**src/rtl/pep_common_param_pkg.sv**
```systemverilog
// Shared constants and types for the PEP load-GLWE splitter SLR link.
package pep_common_param_pkg;

   localparam int MOD_Q_W                 = 32;
   localparam int GLWE_SPLITC_COEF        = 2;
   localparam int LOAD_GLWE_CMD_W         = 16;
   localparam int PEP_LDG_LINK_PIPE_DEPTH = 2;
   localparam int PEP_LDG_LINK_DATA_DEPTH = 8;
   localparam int PEP_LDG_LINK_CMD_DEPTH  = 4;

   // Credit events seen by a channel counter in one cycle.
   typedef struct packed {
      logic send;
      logic ret;
   } pep_ldg_link_credit_t;

endpackage

```
**src/rtl/pep_ldg_link_credit_chan.sv**
```systemverilog
// One credit-controlled SLR crossing: credit counter, forward pipe, receive FIFO, credit return pipe.
// Optional fault output is present when PEP_LDG_SPLITC_LINK_CHECK_EN is defined.
module pep_ldg_link_credit_chan
   import pep_common_param_pkg::*;
#(
   parameter int W          = 8,
   parameter int DEPTH      = 8,
   parameter int PIPE_DEPTH = 2
) (
   input  logic         clk,
   input  logic         rst,
   input  logic [W-1:0] in_data,
   input  logic         in_vld,
   output logic         in_rdy,
   output logic [W-1:0] out_data,
   output logic         out_vld,
   input  logic         out_rdy
`ifdef PEP_LDG_SPLITC_LINK_CHECK_EN
   ,
   output logic         fault
`endif
);
   localparam int CNT_W = $clog2(DEPTH + 1);
   localparam int PTR_W = (DEPTH > 1) ? $clog2(DEPTH) : 1;
   localparam logic [CNT_W-1:0] FULL_CNT = CNT_W'(DEPTH);
   localparam logic [PTR_W-1:0] LAST_PTR = PTR_W'(DEPTH - 1);

   pep_ldg_link_credit_t ev;
   logic [CNT_W-1:0] credit_reg, credit_next;
   logic             fwd_vld_reg  [PIPE_DEPTH];
   logic             fwd_vld_next [PIPE_DEPTH];
   logic [W-1:0]     fwd_data_reg [PIPE_DEPTH];
   logic [W-1:0]     fwd_data_next[PIPE_DEPTH];
   logic             ret_vld_reg  [PIPE_DEPTH];
   logic             ret_vld_next [PIPE_DEPTH];

   logic [W-1:0]     mem [DEPTH];
   logic [PTR_W-1:0] wr_ptr_reg, rd_ptr_reg;
   logic [CNT_W-1:0] mem_cnt_reg;
   logic             out_vld_reg;
   logic [W-1:0]     out_data_reg;
   logic             push, pop, load_out, mem_empty, mem_full, mem_rd, mem_wr;

   assign in_rdy  = (credit_reg != '0);
   assign ev.send = in_vld & in_rdy;
   assign ev.ret  = ret_vld_reg[PIPE_DEPTH-1];

   always_comb begin
      credit_next = credit_reg;
      case ({ev.send, ev.ret})
         2'b10:   credit_next = credit_reg - 1'b1;
         2'b01:   if (credit_reg != FULL_CNT) credit_next = credit_reg + 1'b1;
         default: credit_next = credit_reg;
      endcase
   end

   // Both crossing pipes shift unconditionally; nothing here can stall.
   for (genvar gi = 0; gi < PIPE_DEPTH; gi++) begin : g_stage
      if (gi == 0) begin : g_head
         assign fwd_vld_next[gi]  = ev.send;
         assign fwd_data_next[gi] = in_data;
         assign ret_vld_next[gi]  = pop;
      end else begin : g_body
         assign fwd_vld_next[gi]  = fwd_vld_reg[gi-1];
         assign fwd_data_next[gi] = fwd_data_reg[gi-1];
         assign ret_vld_next[gi]  = ret_vld_reg[gi-1];
      end
   end

   always_ff @(posedge clk or posedge rst) begin
      if (rst) begin
         credit_reg <= FULL_CNT;
         for (int i = 0; i < PIPE_DEPTH; i++) begin
            fwd_vld_reg[i] <= 1'b0;
            ret_vld_reg[i] <= 1'b0;
         end
      end else begin
         credit_reg  <= credit_next;
         fwd_vld_reg <= fwd_vld_next;
         ret_vld_reg <= ret_vld_next;
      end
   end

   always_ff @(posedge clk) begin
      fwd_data_reg <= fwd_data_next;
   end

   // Receive FIFO: RAM plus a registered head; an arrival into an idle FIFO bypasses the RAM.
   assign push      = fwd_vld_reg[PIPE_DEPTH-1];
   assign pop       = out_vld_reg & out_rdy;
   assign load_out  = ~out_vld_reg | pop;
   assign mem_empty = (mem_cnt_reg == '0);
   assign mem_full  = (mem_cnt_reg == FULL_CNT);
   assign mem_rd    = load_out & ~mem_empty;
   assign mem_wr    = push & ~mem_full & ~(load_out & mem_empty);

   always_ff @(posedge clk) begin
      if (mem_wr) mem[wr_ptr_reg] <= fwd_data_reg[PIPE_DEPTH-1];
   end

   always_ff @(posedge clk or posedge rst) begin
      if (rst) begin
         wr_ptr_reg   <= '0;
         rd_ptr_reg   <= '0;
         mem_cnt_reg  <= '0;
         out_vld_reg  <= 1'b0;
         out_data_reg <= '0;
      end else begin
         if (mem_wr) wr_ptr_reg <= (wr_ptr_reg == LAST_PTR) ? '0 : wr_ptr_reg + 1'b1;
         if (mem_rd) rd_ptr_reg <= (rd_ptr_reg == LAST_PTR) ? '0 : rd_ptr_reg + 1'b1;
         mem_cnt_reg <= mem_cnt_reg + CNT_W'(mem_wr) - CNT_W'(mem_rd);
         if (load_out) begin
            out_vld_reg  <= ~mem_empty | push;
            out_data_reg <= mem_empty ? fwd_data_reg[PIPE_DEPTH-1] : mem[rd_ptr_reg];
         end
      end
   end

   assign out_vld  = out_vld_reg;
   assign out_data = out_data_reg;

`ifdef PEP_LDG_SPLITC_LINK_CHECK_EN
   assign fault = (push & mem_full) | (ev.ret & ~ev.send & (credit_reg == FULL_CNT));
`endif

endmodule

```
**src/rtl/pep_ldg_splitc_subs_link.sv**
```systemverilog
// Credit-based SLR link from the GLWE load splitter to the subsidiary GRAM writer.
// Define PEP_LDG_SPLITC_LINK_CHECK_EN to enable the sticky protocol error checker.
module pep_ldg_splitc_subs_link
   import pep_common_param_pkg::*;
#(
   parameter int OP_W       = MOD_Q_W,
   parameter int COEF_NB    = GLWE_SPLITC_COEF,
   parameter int CMD_W      = LOAD_GLWE_CMD_W,
   parameter int PIPE_DEPTH = PEP_LDG_LINK_PIPE_DEPTH,
   parameter int DATA_DEPTH = PEP_LDG_LINK_DATA_DEPTH,
   parameter int CMD_DEPTH  = PEP_LDG_LINK_CMD_DEPTH
) (
   input  logic                    clk,
   input  logic                    a_rst,
   input  logic [CMD_W-1:0]        subs_cmd,
   input  logic                    subs_cmd_vld,
   output logic                    subs_cmd_rdy,
   output logic                    subs_cmd_done,
   input  logic [COEF_NB*OP_W-1:0] subs_data,
   input  logic                    subs_data_vld,
   output logic                    subs_data_rdy,
   output logic [CMD_W-1:0]        out_cmd,
   output logic                    out_cmd_vld,
   input  logic                    out_cmd_rdy,
   input  logic                    out_cmd_done,
   output logic [COEF_NB*OP_W-1:0] out_data,
   output logic                    out_data_vld,
   input  logic                    out_data_rdy,
   output logic                    error
);
   if (PIPE_DEPTH < 1 || PIPE_DEPTH > 8) begin : g_bad_pipe
      $fatal(1, "PIPE_DEPTH must be in 1..8");
   end
   if (DATA_DEPTH < 2*PIPE_DEPTH + 2) begin : g_bad_data_depth
      $fatal(1, "DATA_DEPTH must be >= 2*PIPE_DEPTH+2");
   end
   if (CMD_DEPTH < 2) begin : g_bad_cmd_depth
      $fatal(1, "CMD_DEPTH must be >= 2");
   end

   logic done_reg  [PIPE_DEPTH];
   logic done_next [PIPE_DEPTH];
`ifdef PEP_LDG_SPLITC_LINK_CHECK_EN
   logic data_fault, cmd_fault;
`endif

   pep_ldg_link_credit_chan #(
      .W(COEF_NB*OP_W), .DEPTH(DATA_DEPTH), .PIPE_DEPTH(PIPE_DEPTH)
   ) u_data_chan (
      .clk(clk), .rst(a_rst),
      .in_data(subs_data), .in_vld(subs_data_vld), .in_rdy(subs_data_rdy),
      .out_data(out_data), .out_vld(out_data_vld), .out_rdy(out_data_rdy)
`ifdef PEP_LDG_SPLITC_LINK_CHECK_EN
      , .fault(data_fault)
`endif
   );

   pep_ldg_link_credit_chan #(
      .W(CMD_W), .DEPTH(CMD_DEPTH), .PIPE_DEPTH(PIPE_DEPTH)
   ) u_cmd_chan (
      .clk(clk), .rst(a_rst),
      .in_data(subs_cmd), .in_vld(subs_cmd_vld), .in_rdy(subs_cmd_rdy),
      .out_data(out_cmd), .out_vld(out_cmd_vld), .out_rdy(out_cmd_rdy)
`ifdef PEP_LDG_SPLITC_LINK_CHECK_EN
      , .fault(cmd_fault)
`endif
   );

   // One register per stage keeps back-to-back done pulses distinct.
   for (genvar gi = 0; gi < PIPE_DEPTH; gi++) begin : g_done
      if (gi == 0) begin : g_head
         assign done_next[gi] = out_cmd_done;
      end else begin : g_body
         assign done_next[gi] = done_reg[gi-1];
      end
   end

   always_ff @(posedge clk or posedge a_rst) begin
      if (a_rst) begin
         for (int i = 0; i < PIPE_DEPTH; i++) done_reg[i] <= 1'b0;
      end else begin
         done_reg <= done_next;
      end
   end

   assign subs_cmd_done = done_reg[PIPE_DEPTH-1];

`ifdef PEP_LDG_SPLITC_LINK_CHECK_EN
   localparam int OUTST_W = $clog2(CMD_DEPTH + PIPE_DEPTH + 1);
   logic [OUTST_W-1:0] outst_reg;
   logic               err_reg, cmd_acc, done_fault;

   assign cmd_acc    = subs_cmd_vld & subs_cmd_rdy;
   assign done_fault = subs_cmd_done & ~cmd_acc & (outst_reg == '0);

   always_ff @(posedge clk or posedge a_rst) begin
      if (a_rst) begin
         outst_reg <= '0;
         err_reg   <= 1'b0;
      end else begin
         case ({cmd_acc, subs_cmd_done})
            2'b10:   if (outst_reg != '1) outst_reg <= outst_reg + 1'b1;
            2'b01:   if (outst_reg != '0) outst_reg <= outst_reg - 1'b1;
            default: outst_reg <= outst_reg;
         endcase
         if (data_fault | cmd_fault | done_fault) err_reg <= 1'b1;
      end
   end

   assign error = err_reg;
`else
   assign error = 1'b0;
`endif

endmodule
```
**config.mk**
```make
export PLATFORM = sky130hd
export DESIGN_NAME = pep_ldg_splitc_subs_link
export DESIGN_NICKNAME = d
export VERILOG_FILES = /design/src/rtl/pep_common_param_pkg.sv /design/src/rtl/pep_ldg_link_credit_chan.sv /design/src/rtl/pep_ldg_splitc_subs_link.sv
export SDC_FILE = /design/constraint.sdc
export NUM_CORES = 1
export LEC_CHECK = 0
export BUFFER_PORTS_ARGS = -buffer_cell sky130_fd_sc_hd__buf_2
export CORE_ASPECT_RATIO = 0.6
export CORE_MARGIN = 2
export CORE_UTILIZATION = 45
export CTS_CLUSTER_DIAMETER = 80
export DETAILED_ROUTE_END_ITERATION = 7
export GPL_ROUTABILITY_DRIVEN = 0
export SETUP_SLACK_MARGIN = 0.3
export SLEW_MARGIN = 20
export SYNTH_ARGS = -nofsm -noshare
export SYNTH_HDL_FRONTEND = slang
export SYNTH_HIERARCHICAL = 1
export SYNTH_SLANG_ARGS = --single-unit
```
**constraint.sdc**
```tcl
create_clock -name clk -period 8.6 [get_ports clk]
set_input_delay 1.29 -clock clk [delete_from_list [all_inputs] [get_ports clk]]
set_output_delay 1.29 -clock clk [all_outputs]
set_load 0.1 [all_outputs]
```
**Yosys cells after proc, flatten, opt, wreduce, memory -nomap -nowiden**

Memory sizes are Yosys's and may differ from the RTL's.
Index checks and enable logic that the tools add are counted.

- Flip-flop bits (word level): 276
- Memory bits (writable): 576
- Input port bits: 87
- Output and inout bits: 86
- Logic and storage cells: 100
- Memories kept: 2

- Add/sub/neg operators: 12
- Eq/ne operators: 14
- Multiplexer cells: 14
- Bitwise operators: 24
- Reductions and logical operators: 8

Memories:

| name | depth | bits a word | rd ports | clocked after memory_dff | write ports | line | source |
|---|---|---|---|---|---|---|---|
| u_data_chan.mem | 8 | 64 | 1 | 0 | 1 | pep_ldg_link_credit_chan.sv:37 | `logic [W-1:0] mem [DEPTH];` |
| u_cmd_chan.mem | 4 | 16 | 1 | 0 | 1 | pep_ldg_link_credit_chan.sv:37 |  |

Operators with widths:

| cell | count |
|---|---|
| $mux W64 | 1 |
| $mux W16 | 1 |
| $and A1 B1 Y1 | 12 |
| $add A3 B1 Y3 const B | 3 |
| $eq A3 B3 Y1 const B | 3 |
| $mux W3 | 3 |
| $eq A2 B2 Y1 const B | 4 |
| $not A1 Y1 | 8 |
| $pmux W4 S2 | 1 |
| $pmux W3 S2 | 1 |
| $add A2 B1 Y2 const B | 2 |
| $add A4 B1 Y4 | 1 |
| $add A4 B1 Y4 const B | 1 |
| $eq A2 B1 Y1 const B | 2 |
| $eq A4 B4 Y1 const B | 1 |
| $logic_not A4 Y1 | 1 |
| $mux W1 | 4 |
| $mux W2 | 2 |
| $mux W4 | 1 |
| $ne A2 B1 Y1 const B | 2 |
| $ne A4 B4 Y1 const B | 1 |
| $or A1 B1 Y1 | 4 |
| $reduce_and A2 Y1 | 2 |
| $reduce_bool A2 Y1 | 2 |
| other kinds (9) | 9 |

**Longest topological paths before layout**

Gate-level depths: netlist of run 1.

- Depth after elaboration: 7
- Gate-level depth with buffers: 12
- Mapped depth without buffers: 10

**Cells and area by module**

The synthesis of run 1 kept the hierarchy.

Modules (own cells, without submodules):

| module | times used | cells an instance | area an instance (sq um) | sequential area each (sq um) |
|---|---|---|---|---|
| pep_ldg_link_credit_chan (u_data_chan) | 1 | 1238 | 25311.8 | 20015.4 |
| pep_ldg_link_credit_chan (u_cmd_chan) | 1 | 244 | 4496.8 | 3339.5 |
| pep_ldg_splitc_subs_link | 1 | 5 | 65.1 | 50.0 |

**Least setup slack after synthesis of run 1**

Ideal clock, no wire load.

- Path kind: input to register
- Start: input out_data_rdy
- End: memory u_data_chan/mem[0][0] (netlist bit) (enable)
- Arrival: 8150 ps
- Required time: 7956 ps
- Setup slack: -193 ps
- Cell stages on the path: 5
- Path buffers: 2
- Cell sequence: nand2b_1 -> buf_2 -> a221o_1 -> buf_2 -> nor4_1

- Word-level cells in the longest chain between the ends: 7

Ends and longest elaborated chain:

| what | line | source |
|---|---|---|
| start: declaration | pep_ldg_splitc_subs_link.sv:28 | `input logic out_data_rdy,` |
| $and A1 B1 Y1 | pep_ldg_link_credit_chan.sv:90 | `assign pop = out_vld_reg & out_rdy;` |
| $or A1 B1 Y1 | pep_ldg_link_credit_chan.sv:91 | `assign load_out = ~out_vld_reg \| pop;` |
| $and A1 B1 Y1 | pep_ldg_link_credit_chan.sv:95 | `assign mem_wr = push & ~mem_full & ~(load_out & mem_empty);` |
| $not A1 Y1 | pep_ldg_link_credit_chan.sv:95 |  |
| $and A1 B1 Y1 | pep_ldg_link_credit_chan.sv:95 |  |
| $mux W1 | pep_ldg_link_credit_chan.sv:98 | `if (mem_wr) mem[wr_ptr_reg] <= fwd_data_reg[PIPE_DEPTH-1];` |
| $mux W1 (implied by the code) | pep_ldg_link_credit_chan.sv:98 |  |
| end: declaration | pep_ldg_link_credit_chan.sv:37 |  |

Every way passes these cells.

**Worst setup path in the final report of run 1**

- Start: input out_data_rdy
- End: memory u_data_chan/mem[3][6] (netlist bit) (enable)

The elaborated chain is that of the path after synthesis.

==> results.json, run 1 <==
{
  "num_vias": 14500,
  "max_freq_mhz": 220,
  "vias_per_cell": 5.47,
  "slew_violations": 0,
  "grt_first_pass_wirelength_um": 94200,
  "total_of_hold_buffers_inserted_after_clock_tree_synthesis": 0,
  "type_of_element_launching_the_critical_path": "input pin",
  "clock_skew_ns": 0.0144,
  "clkSlewWorstSetupHoldPaths_ns": 0.06,
  "maxCapViolations": 0,
  "worst-slew-pin-transition_ns": 1.13,
  "worstSetupEndpointType": "flip-flop",
  "net-switching-power_mw": 4.69,
  "synth.ff_latch_count": 852,
  "regToRegEndpoint": "u_data_chan/mem[3][6]$_DFFE_PP_",
  "post-route-cell-area_sq_um": 34300,
  "clockPowerShare_pct": 26.0,
  "dieArea_sq_um": 68500,
  "detailed_place.area_sq_um": 31700,
  "fillers": 5263,
  "post_cts.repair.setup_buffers": 0,
  "dominantRegCellSynth": "edfxtp_1",
  "track_usage_pct": 18.5,
  "cp.arrival_ns": 4.79,
  "drt-total-wl_um": 62100,
  "hold_ws_ns": 0.323,
  "sum_of_overflow_across_all_layers_after_global_routing": 0,
  "groute.layer.met1.usage_pct": 27.4,
  "share_of_synthesized_area_occupied_by_flip_flops_and_latches_pct": 78.3,
  "hold_path.startpoint": "u_cmd_chan/fwd_data_next[15]$_DFF_P_",
  "globalRouteMet3Util_pct": 3.24,
  "p_leak_nw": 12.2,
  "floorplan.initialDensity_pct": 45.3,
  "number_of_buffers_created_by_cts": 76,
  "synth_edf_count": 576,
  "syn_inst": 1487,
  "internal_power_mw": 8.31,
  "grt_max_degree": 68,
  "rsz0062_at_grt": "false",
  "p_comb_share_pct": 31.1,
  "fin_util_pct": 52.0,
  "layout.nets": 1800,
  "height_of_the_chip_um": 204,
  "grt_most_used_layer": "met2",
  "synth_async_reset_ratio_pct": 13.6,
  "global_route.usage.met2_pct": 28.5,
  "worst_slew_margin_rel_pct": 24.6,
  "layout.cells.most_common": "edfxtp_1",
  "path_max_fanout": 44,
  "synthToLayoutAreaGrowth_pct": 14.7,
  "p_seq_share_pct": 42.9,
  "dr.first_iter.drc_count": 1188,
  "synth.net_count": 1597,
  "buffer_ports.inserted": 171,
  "timing_worst_setup_path_type": "in -> reg",
  "finalHoldViolCount": 0,
  "syn_area_per_cell_sq_um": 20.1,
  "critical_path.endpoint": "u_data_chan/mem[3][6]$_DFFE_PP_",
  "routedWlPerCell_um": 23.4,
  "outcome": "finished, final reports clean",
  "hold_crit_class": "reg -> reg",
  "drc": 0,
  "largest_register": "u_data_chan/mem",
  "tritoncts_clock_tree": "done",
  "final.setup.tns_ns": 0,
  "period_needed_ns": 4.55,
  "pin_count": 173,
  "setup.worst_path.start": "out_data_rdy",
  "number_of_flip_flops_in_the_largest_register": 512,
  "postRouteAntennaNets": 0,
  "core_area_sq_um": 65900,
  "worst_r2r_src": "u_data_chan/out_vld$_DFFE_PP0N_",
  "power_switching_share_pct": 36.1,
  "antenna_found_initial": 1,
  "firstDrtPassIters": 5,
  "r2r_cell_count": 5,
  "insertedDiodeCount": 0,
  "cts_num_sinks": 852,
  "layout_common_cells": "edfxtp_1, buf_2, dfxtp_1",
  "worst-r2r-setup-slack_ns": 4.56,
  "rows": 73,
  "root_buffer": "clkbuf_16",
  "cts-htree-levels": 3,
  "cts_resized": 0,
  "synth_cell_types": 58,
  "die_w_um": 337,
  "cts_buffer_depth": 3,
  "dp.final_hpwl_um": 33400,
  "vdd_drop_max_v": 0.000193,
  "vias_in_the_first_global_route": 14800,
  "setup_viol_count_final": 0,
  "ys.warnings.count": 6,
  "pwr_density_cell_nw_per_um2": 379,
  "clock_insertion_delay_worst_skew_ns": 0.62,
  "finalCritPeriodShare_pct": 52.9,
  "worst_ep_required_time_ns": 8.84,
  "syn_area_sq_um": 29900,
  "drive_gt1_share_pct": 28.2
}
==> worst min path at each step <==
stage	to	slack, ns	cells after the start
after floorplan	u_cmd_chan/fwd_data_reg[0]$_DFF_P_	0.31	0
after global placement	u_cmd_chan/fwd_data_reg[3]$_DFF_P_	0.31	0
after detailed placement	u_data_chan/fwd_data_reg[54]$_DFF_P_	0.31	0
after CTS	u_cmd_chan/fwd_data_reg[15]$_DFF_P_	0.32	0
after global routing	u_data_chan/fwd_data_reg[41]$_DFF_P_	0.33	0
final	u_cmd_chan/fwd_data_reg[15]$_DFF_P_	0.32	0
==> synth_stat cells (all sizes together) (3+ instances only) <==
master    n  area share (%)
nor2     18            0.23
mux4    144              11
ha       19            0.80
fa        4            0.27
nor3      9            0.19
mux2i     4            0.13
or2       3           0.063
dfxtp   160              11
a22oi    94             2.6
clkbuf   33            0.42
xnor2     5            0.15
inv      23            0.29
and2     24            0.50
a221o    17            0.57
mux2      8            0.30
o21ai     3           0.050
nand3    72             1.2
nand2    73            0.92
edfxtp  576              58
nand2b    9            0.19
buf      41            0.98
dfrtp   114             9.5
==> per-stage QoR <==
stage	power [mW]	cells	setup slack (ns)
2_1_floorplan	8.82	1487	1.52
3_3_place_gp	9.67	2510	3.49
3_5_place_dp	9.75	2510	3.43
4_1_cts	13.1	2651	4.09
5_1_grt	13.6	2653	3.86
6_report	13.0	2653	4.05
==> kinds of logic after synthesis <==
group | count (synthesis) | synth area share (%)
other | 1 | 0.0126
XOR/XNOR | 7 | 0.205
buffers and inverters | 97 | 1.69
AO/OA/AOI/OAI | 131 | 3.71
multiplexers | 156 | 11.4
flip-flops | 852 | 78.3
AND/OR/NAND/NOR | 220 | 3.58
adder cells (fa/ha/maj) | 23 | 1.06
==> area by class of cell <==
type / count / area [sq um] / area share, %
Clock buffer: 104 / 2150 / 6.28
Sequential cell: 852 / 23400 / 68.3
Inverter: 23 / 88.8 / 0.259
Clock inverter: 37 / 340 / 0.993
Multi-Input combinational cell: 538 / 6040 / 17.6
Timing Repair Buffer: 199 / 1110 / 3.23
Tap cell: 900 / 1130 / 3.29
==> per-layer routing <==
layer	vias to the layer above	share of wire [%]
met1	7715	46
met4	0	2.0
met5	-	0
met2	389	47
li1	6304	-
met3	97	5.4
==> critical path, cell delays in order <==
cell and delay, ns:
buf_2 0.11, nand2b_2 0.72, a221o_1 0.78, or2_1 0.42, nor2_4 0.65, buf_4 0.77
==> power by group through the flow <==
| stage | sequential (mW) | clock [mW] | combinational, mW |
|---|---|---|---|
| after global placement | 5.64 | 0 | 4.03 |
| final | 5.57 | 3.38 | 4.05 |
| after global routing | 5.66 | 3.62 | 4.29 |
| after CTS | 5.59 | 3.47 | 4.08 |
| after floorplan | 6.82 | 0 | 2.00 |
| after detailed placement | 5.67 | 0 | 4.08 |
(Power assumes the default switching activity.)
==> inputs of run 2 (changes only) <==
--- a/config.mk
+++ b/config.mk
@@ -5,6 +5,7 @@
 export SDC_FILE = /design/constraint.sdc
 export NUM_CORES = 1
 export LEC_CHECK = 0
+export ABC_AREA = 1
 export BUFFER_PORTS_ARGS = -buffer_cell sky130_fd_sc_hd__buf_2
 export CORE_ASPECT_RATIO = 0.6
 export CORE_MARGIN = 2
==> constraint.sdc (replaced) <==
create_clock -name clk -period 4.7 [get_ports clk]
set_input_delay 0.705 -clock clk [delete_from_list [all_inputs] [get_ports clk]]
set_output_delay 0.705 -clock clk [all_outputs]
set_load 0.1 [all_outputs]
==> results.json, run 2 <==
{
  "worst-slew-pin-transition_ns": 1.10,
  "largest_register": "u_data_chan/mem",
  "fillers": 5523,
  "root_buffer": "clkbuf_16",
  "max_freq_mhz": 338,
  "setup_viol_count_final": 0,
  "dp.final_hpwl_um": 35000,
  "synth_common_cells": "edfxtp_1, nor2_1, o21ai_0",
  "ys.warnings.count": 6,
  "syn_area_sq_um": 30500,
  "drive_gt1_share_pct": 14.0,
  "worst_slew_margin_rel_pct": 26.9,
  "share_of_synthesized_area_occupied_by_flip_flops_and_latches_pct": 76.7,
  "cp.arrival_ns": 3.27,
  "layout_common_cells": "edfxtp_1, nor2_1, o21ai_0",
  "insertedDiodeCount": 0,
  "finalHoldViolCount": 0,
  "grt_first_pass_wirelength_um": 103000,
  "outcome": "finished, final reports clean",
  "clock_skew_ns": 0.0188,
  "number_of_buffers_created_by_cts": 77,
  "stdcell_count": 3382,
  "num_vias": 18000,
  "rsz0062_at_grt": "false",
  "pwr_density_cell_nw_per_um2": 705,
  "layout.nets": 2527,
  "synth_largest_area_cell": "edfxtp_1",
  "route.layer.met1.wl_um": 31100,
  "slew_violations": 0,
  "synth_cell_types": 34,
  "synth_edf_count": 576,
  "hold_path.startpoint": "subs_cmd[15]",
  "dieArea_sq_um": 69900,
  "netlist_top_cells_area": "edfxtp_1, dfxtp_1, dfrtp_1",
  "synth.net_count": 2379,
  "dominantRegCellSynth": "edfxtp_1",
  "vdd_drop_max_v": 0.000424,
  "postRouteAntennaNets": 0,
  "die_w_um": 340,
  "highest_layer": "met4",
  "setup.worst_path.start": "u_data_chan/mem_cnt_reg[2]$_DFF_PP0_",
  "hold_crit_class": "in -> reg",
  "worst_r2r_src": "u_data_chan/mem_cnt_reg[2]$_DFF_PP0_",
  "worstSetupEndpointType": "flip-flop",
  "worst_ep_required_time_ns": 5.01,
  "post_cts.repair.setup_buffers": 0,
  "synth_most_common_cell": "edfxtp_1",
  "cts-htree-levels": 3,
  "combined_buffer_and_inverter_count_along_the_critical_path": 2,
  "timing_worst_setup_path_type": "reg -> reg",
  "clkSlewWorstSetupHoldPaths_ns": 0.06,
  "clock_insertion_delay_worst_skew_ns": 0.62,
  "syn_area_per_cell_sq_um": 13.4,
  "synth.ff_latch_count": 852,
  "syn_inst": 2269,
  "detailed_place.area_sq_um": 32300,
  "rows": 73,
  "fin_total_pwr_mw": 24.6,
  "crit_path_max_incr_delay_ns": 0.76,
  "height_of_the_chip_um": 206,
  "dr.first_iter.drc_count": 1598,
  "floorplan.initialDensity_pct": 45.8,
  "critical-path-slowest-cell": "nor2_4",
  "p_leak_nw": 12.6,
  "netlist.area_leader.share_pct": 56.7,
  "core_area_sq_um": 66600,
  "path_max_fanout": 20,
  "number_of_flip_flops_in_the_largest_register": 512,
  "cp_top_family": "simple AND/OR/NAND/NOR gates",
  "drt-total-wl_um": 66600,
  "routedWlPerCell_um": 19.7,
  "vias_per_cell": 5.31,
  "tritoncts_clock_tree": "done",
  "type_of_element_launching_the_critical_path": "flip-flop",
  "placed_cells_incl_taps": 3236,
  "fin_util_pct": 52.4,
  "hold_ws_ns": 0.180,
  "synthToLayoutAreaGrowth_pct": 14.4,
  "pin_count": 173,
  "met3_length_um": 3660,
  "crit_path_cell_trace": "inv_1 -> ha_1 -> nand2_1 -> nor2_4 -> nor3_2 -> nand2_1 -> nor2_4 -> buf_4",
  "period_needed_ns": 2.96,
  "worst-r2r-setup-slack_ns": 1.74,
  "vias_in_the_first_global_route": 17800,
  "maxCapViolations": 0,
  "drc": 0,
  "antenna_found_initial": 1,
  "buffer_ports.inserted": 171,
  "firstDrtPassIters": 7,
  "synth_async_reset_ratio_pct": 13.6,
  "finalCritPeriodShare_pct": 62.9,
  "grt_max_degree": 134,
  "sum_of_overflow_across_all_layers_after_global_routing": 0,
  "track_usage_pct": 19.1,
  "cts_num_sinks": 852,
  "route.met2.wl_um": 30700,
  "post-route-cell-area_sq_um": 34900,
  "layout.cells.most_common": "edfxtp_1",
  "cts_buffer_depth": 3
}
==> run 2: changes by cell type after synthesis, moves of 20 or more <==
cell | previous run | this run
and2_1 | 24 | 0
nor2_1 | 17 | 440
mux4_2 | 136 | 0
o21ai_1 | 2 | 32
nand2_1 | 73 | 154
o21ai_0 | 1 | 265
clkbuf_1 | 32 | 76
o211ai_1 | 2 | 128
inv_1 | 23 | 43
==> run 2: area by class of cell <==
cell class	instances	area (sq um)	share of cell area [%]
Clock inverter	25	322	0.921
Inverter	47	185	0.531
Multi-Input combinational cell	1238	6330	18.1
Tap cell	900	1130	3.23
Timing Repair Buffer	201	1260	3.60
Sequential cell	852	23400	67.1
Clock buffer	119	2270	6.50
==> run 2: final timing paths <==
kind	endpoint	cells past startpoint
min in group asynchronous	done_next[0]$_DFF_PP0_	3
max in group asynchronous	u_data_chan/credit_reg[3]$_DFFE_PP1P_	4
min	u_cmd_chan/fwd_data_next[15]$_DFF_P_	1
min reg2reg	u_data_chan/fwd_data_reg[33]$_DFF_P_	0
max	u_data_chan/mem[3][12]$_DFFE_PP_	8
max reg2reg	u_data_chan/mem[3][12]$_DFFE_PP_	8
==> run 2: per-layer routing <==
layer / up-vias / track usage (%)
met5: - / 0
met4: 0 / 4.89
met3: 94 / 3.42
met2: 473 / 30.6
met1: 8928 / 27.2
li1: 8457 / -
==> run 2: metrics by stage <==
| stage | setup WS [ns] | setup TNS, ns |
|---|---|---|
| after floorplan | -0.208 | -106.45 |
| after global placement | 1.53 | 0 |
| after detailed placement | 1.42 | 0 |
| after CTS | 1.70 | 0 |
| after global routing | 1.55 | 0 |
| final | 1.74 | 0 |
==> run 2: repair_timing <==
action	CTS	global route
gates resized for setup	0	0
hold buffers	1	0
endpoints found under the hold margin	2	0
==> run 2: logic make-up after synthesis <==
| logic type | Yosys count | share of synthesized area [%] |
|---|---|---|
| AOI/OAI and AO/OA | 510 | 10.0 |
| xor gates and xnor gates | 7 | 0.201 |
| adders and majority gates | 23 | 1.04 |
| buffers and inverters | 179 | 2.82 |
| DFF | 852 | 76.7 |
| muxes | 1 | 0.0369 |
| other | 1 | 0.0123 |
| and+or+nand+nor | 696 | 9.14 |
==> run 2: power breakdown <==
| part | total (mW) | internal (mW) | switching [mW] | leakage, nW |
|---|---|---|---|---|
| clock | 6.34 | 3.64 | 2.70 | 1.25 |
| combinational | 8.12 | 1.87 | 6.26 | 3.41 |
| sequential | 10.1 | 9.35 | 0.797 | 7.95 |
==> inputs of run 3 (changes only) <==
==> constraint.sdc (replaced) <==
create_clock -name clk -period 2.75 [get_ports clk]
set_input_delay 0.4125 -clock clk [delete_from_list [all_inputs] [get_ports clk]]
set_output_delay 0.4125 -clock clk [all_outputs]
set_load 0.1 [all_outputs]
==> results.json, run 3 (synthesis gave the netlist of run 2 again) <==
{
  "pwr_density_cell_nw_per_um2": 1180,
  "fin_total_pwr_mw": 42.2,
  "rsz0062_at_grt": "false",
  "dieArea_sq_um": 69900,
  "insertedDiodeCount": 0,
  "path_max_fanout": 9,
  "hold_path.startpoint": "out_data_rdy",
  "clock_skew_ns": 0.0302,
  "rows": 73,
  "finalHoldViolCount": 0,
  "p_leak_nw": 13.1,
  "worstSetupEndpointType": "flip-flop",
  "clkSlewWorstSetupHoldPaths_ns": 0.06,
  "cts-htree-levels": 3,
  "num_vias": 18500,
  "core_area_sq_um": 66600,
  "period_needed_ns": 2.29,
  "postRouteAntennaNets": 0,
  "fillers": 5420,
  "root_buffer": "clkbuf_16",
  "stdcell_count": 3485,
  "worst-slew-pin-transition_ns": 1.03,
  "number_of_flip_flops_in_the_largest_register": 512,
  "routedWlPerCell_um": 19.3,
  "grt_max_degree": 110,
  "crit_path_cell_trace": "dlygate4sd3_1 -> buf_2 -> inv_1 -> nand2_1 -> o21ai_0 -> nand2_2 -> ha_1 -> inv_1 -> ha_1 -> fa_1 -> xnor2_2 -> xor2_1",
  "sum_of_overflow_across_all_layers_after_global_routing": 0,
  "largest_register": "u_data_chan/mem",
  "height_of_the_chip_um": 206,
  "vias_in_the_first_global_route": 18600,
  "drt-total-wl_um": 67200,
  "worst_slew_margin_rel_pct": 31.1,
  "dp.final_hpwl_um": 36900,
  "vdd_drop_max_v": 0.000947,
  "finalCritPeriodShare_pct": 83.3,
  "hold_crit_class": "in -> reg",
  "buffer_ports.inserted": 171,
  "slew_violations": 0,
  "cp.arrival_ns": 2.79,
  "cts_num_sinks": 852,
  "dr.first_iter.drc_count": 1558,
  "worst_hold_path.endpoint": "u_data_chan/ret_vld_next[0]$_DFF_PP0_",
  "antenna_found_initial": 1,
  "r2r_cell_count": 11,
  "timing_worst_setup_path_type": "in -> reg",
  "tritoncts_clock_tree": "done",
  "post_cts.repair.setup_buffers": 0,
  "track_usage_pct": 19.5,
  "type_of_element_launching_the_critical_path": "input pin",
  "drc": 0,
  "number_of_instances_on_the_worst_hold_path": 3,
  "cts_buffer_depth": 3,
  "setup_viol_count_final": 0,
  "vias_per_cell": 5.30,
  "max_freq_mhz": 437,
  "layout.nets": 2632,
  "grt_first_pass_wirelength_um": 106000,
  "layout.cells.most_common": "edfxtp_1",
  "firstDrtPassIters": 5,
  "worst-r2r-setup-slack_ns": 0.49,
  "floorplan.initialDensity_pct": 45.8,
  "clock_insertion_delay_worst_skew_ns": 0.64,
  "die_w_um": 340,
  "synthToLayoutAreaGrowth_pct": 17.6,
  "drive_gt1_share_pct": 14.3,
  "critical-path-slowest-cell": "dlygate4sd3_1",
  "outcome": "finished, final reports clean",
  "crit_path_max_incr_delay_ns": 0.53,
  "combined_buffer_and_inverter_count_along_the_critical_path": 4,
  "cp_top_family": "adder cells",
  "maxCapViolations": 0,
  "hold_ws_ns": 0.0424,
  "layout_common_cells": "edfxtp_1, nor2_1, o21ai_0",
  "pin_count": 173,
  "number_of_buffers_created_by_cts": 77,
  "placed_cells_incl_taps": 3260,
  "regToRegEndpoint": "u_data_chan/mem_cnt_reg[1]$_DFF_PP0_",
  "worst_r2r_src": "u_data_chan/mem_cnt_reg[2]$_DFF_PP0_",
  "worst_ep_required_time_ns": 3.25
}
run 3: cell types whose count changed in the layout (fill, tap and decap cells not counted), sizes merged:
cell	change
dlygate4sd3	+82
buf	+23
clkinv	+15
clkbuf	-12
bufinv	-2
inv	-2
clkinvlp	-1
run 3: power breakdown:
group	leakage, nW	total [mW]	internal, mW	switching (mW)
clock	1.22	10.5	5.89	4.59
combinational	3.91	14.7	3.56	11.1
sequential	7.95	17.1	16.0	1.10
total	13.1	42.2	25.4	16.8
run 3: cell type report:
type / instances / area (sq um) / area share (%)
Timing Repair Buffer: 306 / 2330 / 6.49
Sequential cell: 852 / 23400 / 65.3
Multi-Input combinational cell: 1238 / 6350 / 17.7
Clock buffer: 107 / 2200 / 6.13
Tap cell: 900 / 1130 / 3.14
Inverter: 47 / 185 / 0.516
Clock inverter: 35 / 262 / 0.729
run 3: metrics by stage:
step | TNS (ns) | util [%] | area (sq um) | worst slack [ns]
floorplan | -14.61 | - | 30600 | -0.0452
global placement | 0 | 48.9 | 32600 | 0.403
detailed placement | 0 | 48.9 | 32600 | 0.390
CTS | 0 | 53.9 | 35900 | 0.472
global route | 0 | 53.9 | 35900 | 0.323
finish | 0 | 53.9 | 35900 | 0.459
run 3: per-layer routing:
layer | part of all wire (%) | global-route usage (%)
met2 | 46 | 31.2
met5 | 0 | 0
met1 | 48 | 28.0
met3 | 4.5 | 3.70
met4 | 1.5 | 4.19
run 3: worst max path at each step:
stage,from,to,depth (start not counted)
after floorplan,u_data_chan/out_vld$_DFFE_PP0N_,u_data_chan/mem[0][0]$_DFFE_PP_,6
after global placement,out_cmd_rdy,u_cmd_chan/mem_cnt_reg[2]$_DFF_PP0_,11
after detailed placement,out_cmd_rdy,u_cmd_chan/mem_cnt_reg[2]$_DFF_PP0_,11
after CTS,u_data_chan/mem_cnt_reg[2]$_DFF_PP0_,u_data_chan/mem_cnt_reg[1]$_DFF_PP0_,11
after global routing,u_data_chan/mem_cnt_reg[1]$_DFF_PP0_,u_data_chan/mem_cnt_reg[1]$_DFF_PP0_,11
final,out_cmd_rdy,u_cmd_chan/mem_cnt_reg[2]$_DFF_PP0_,12
run 3: timing repair:
item	4_1_cts	5_1_grt
resized for setup	0	2
endpoints found under the hold margin	171	0
hold buffers	83	0
setup endpoints to repair	0	1
run 3: worst reg2reg max path, delay by kind of cell (launching register included):
kind,cells,cell delay [ns]
adders and majority gates,4,1.04
DFF,1,0.36
buffers and inverters,5,0.34
and+or+nand+nor,2,0.42
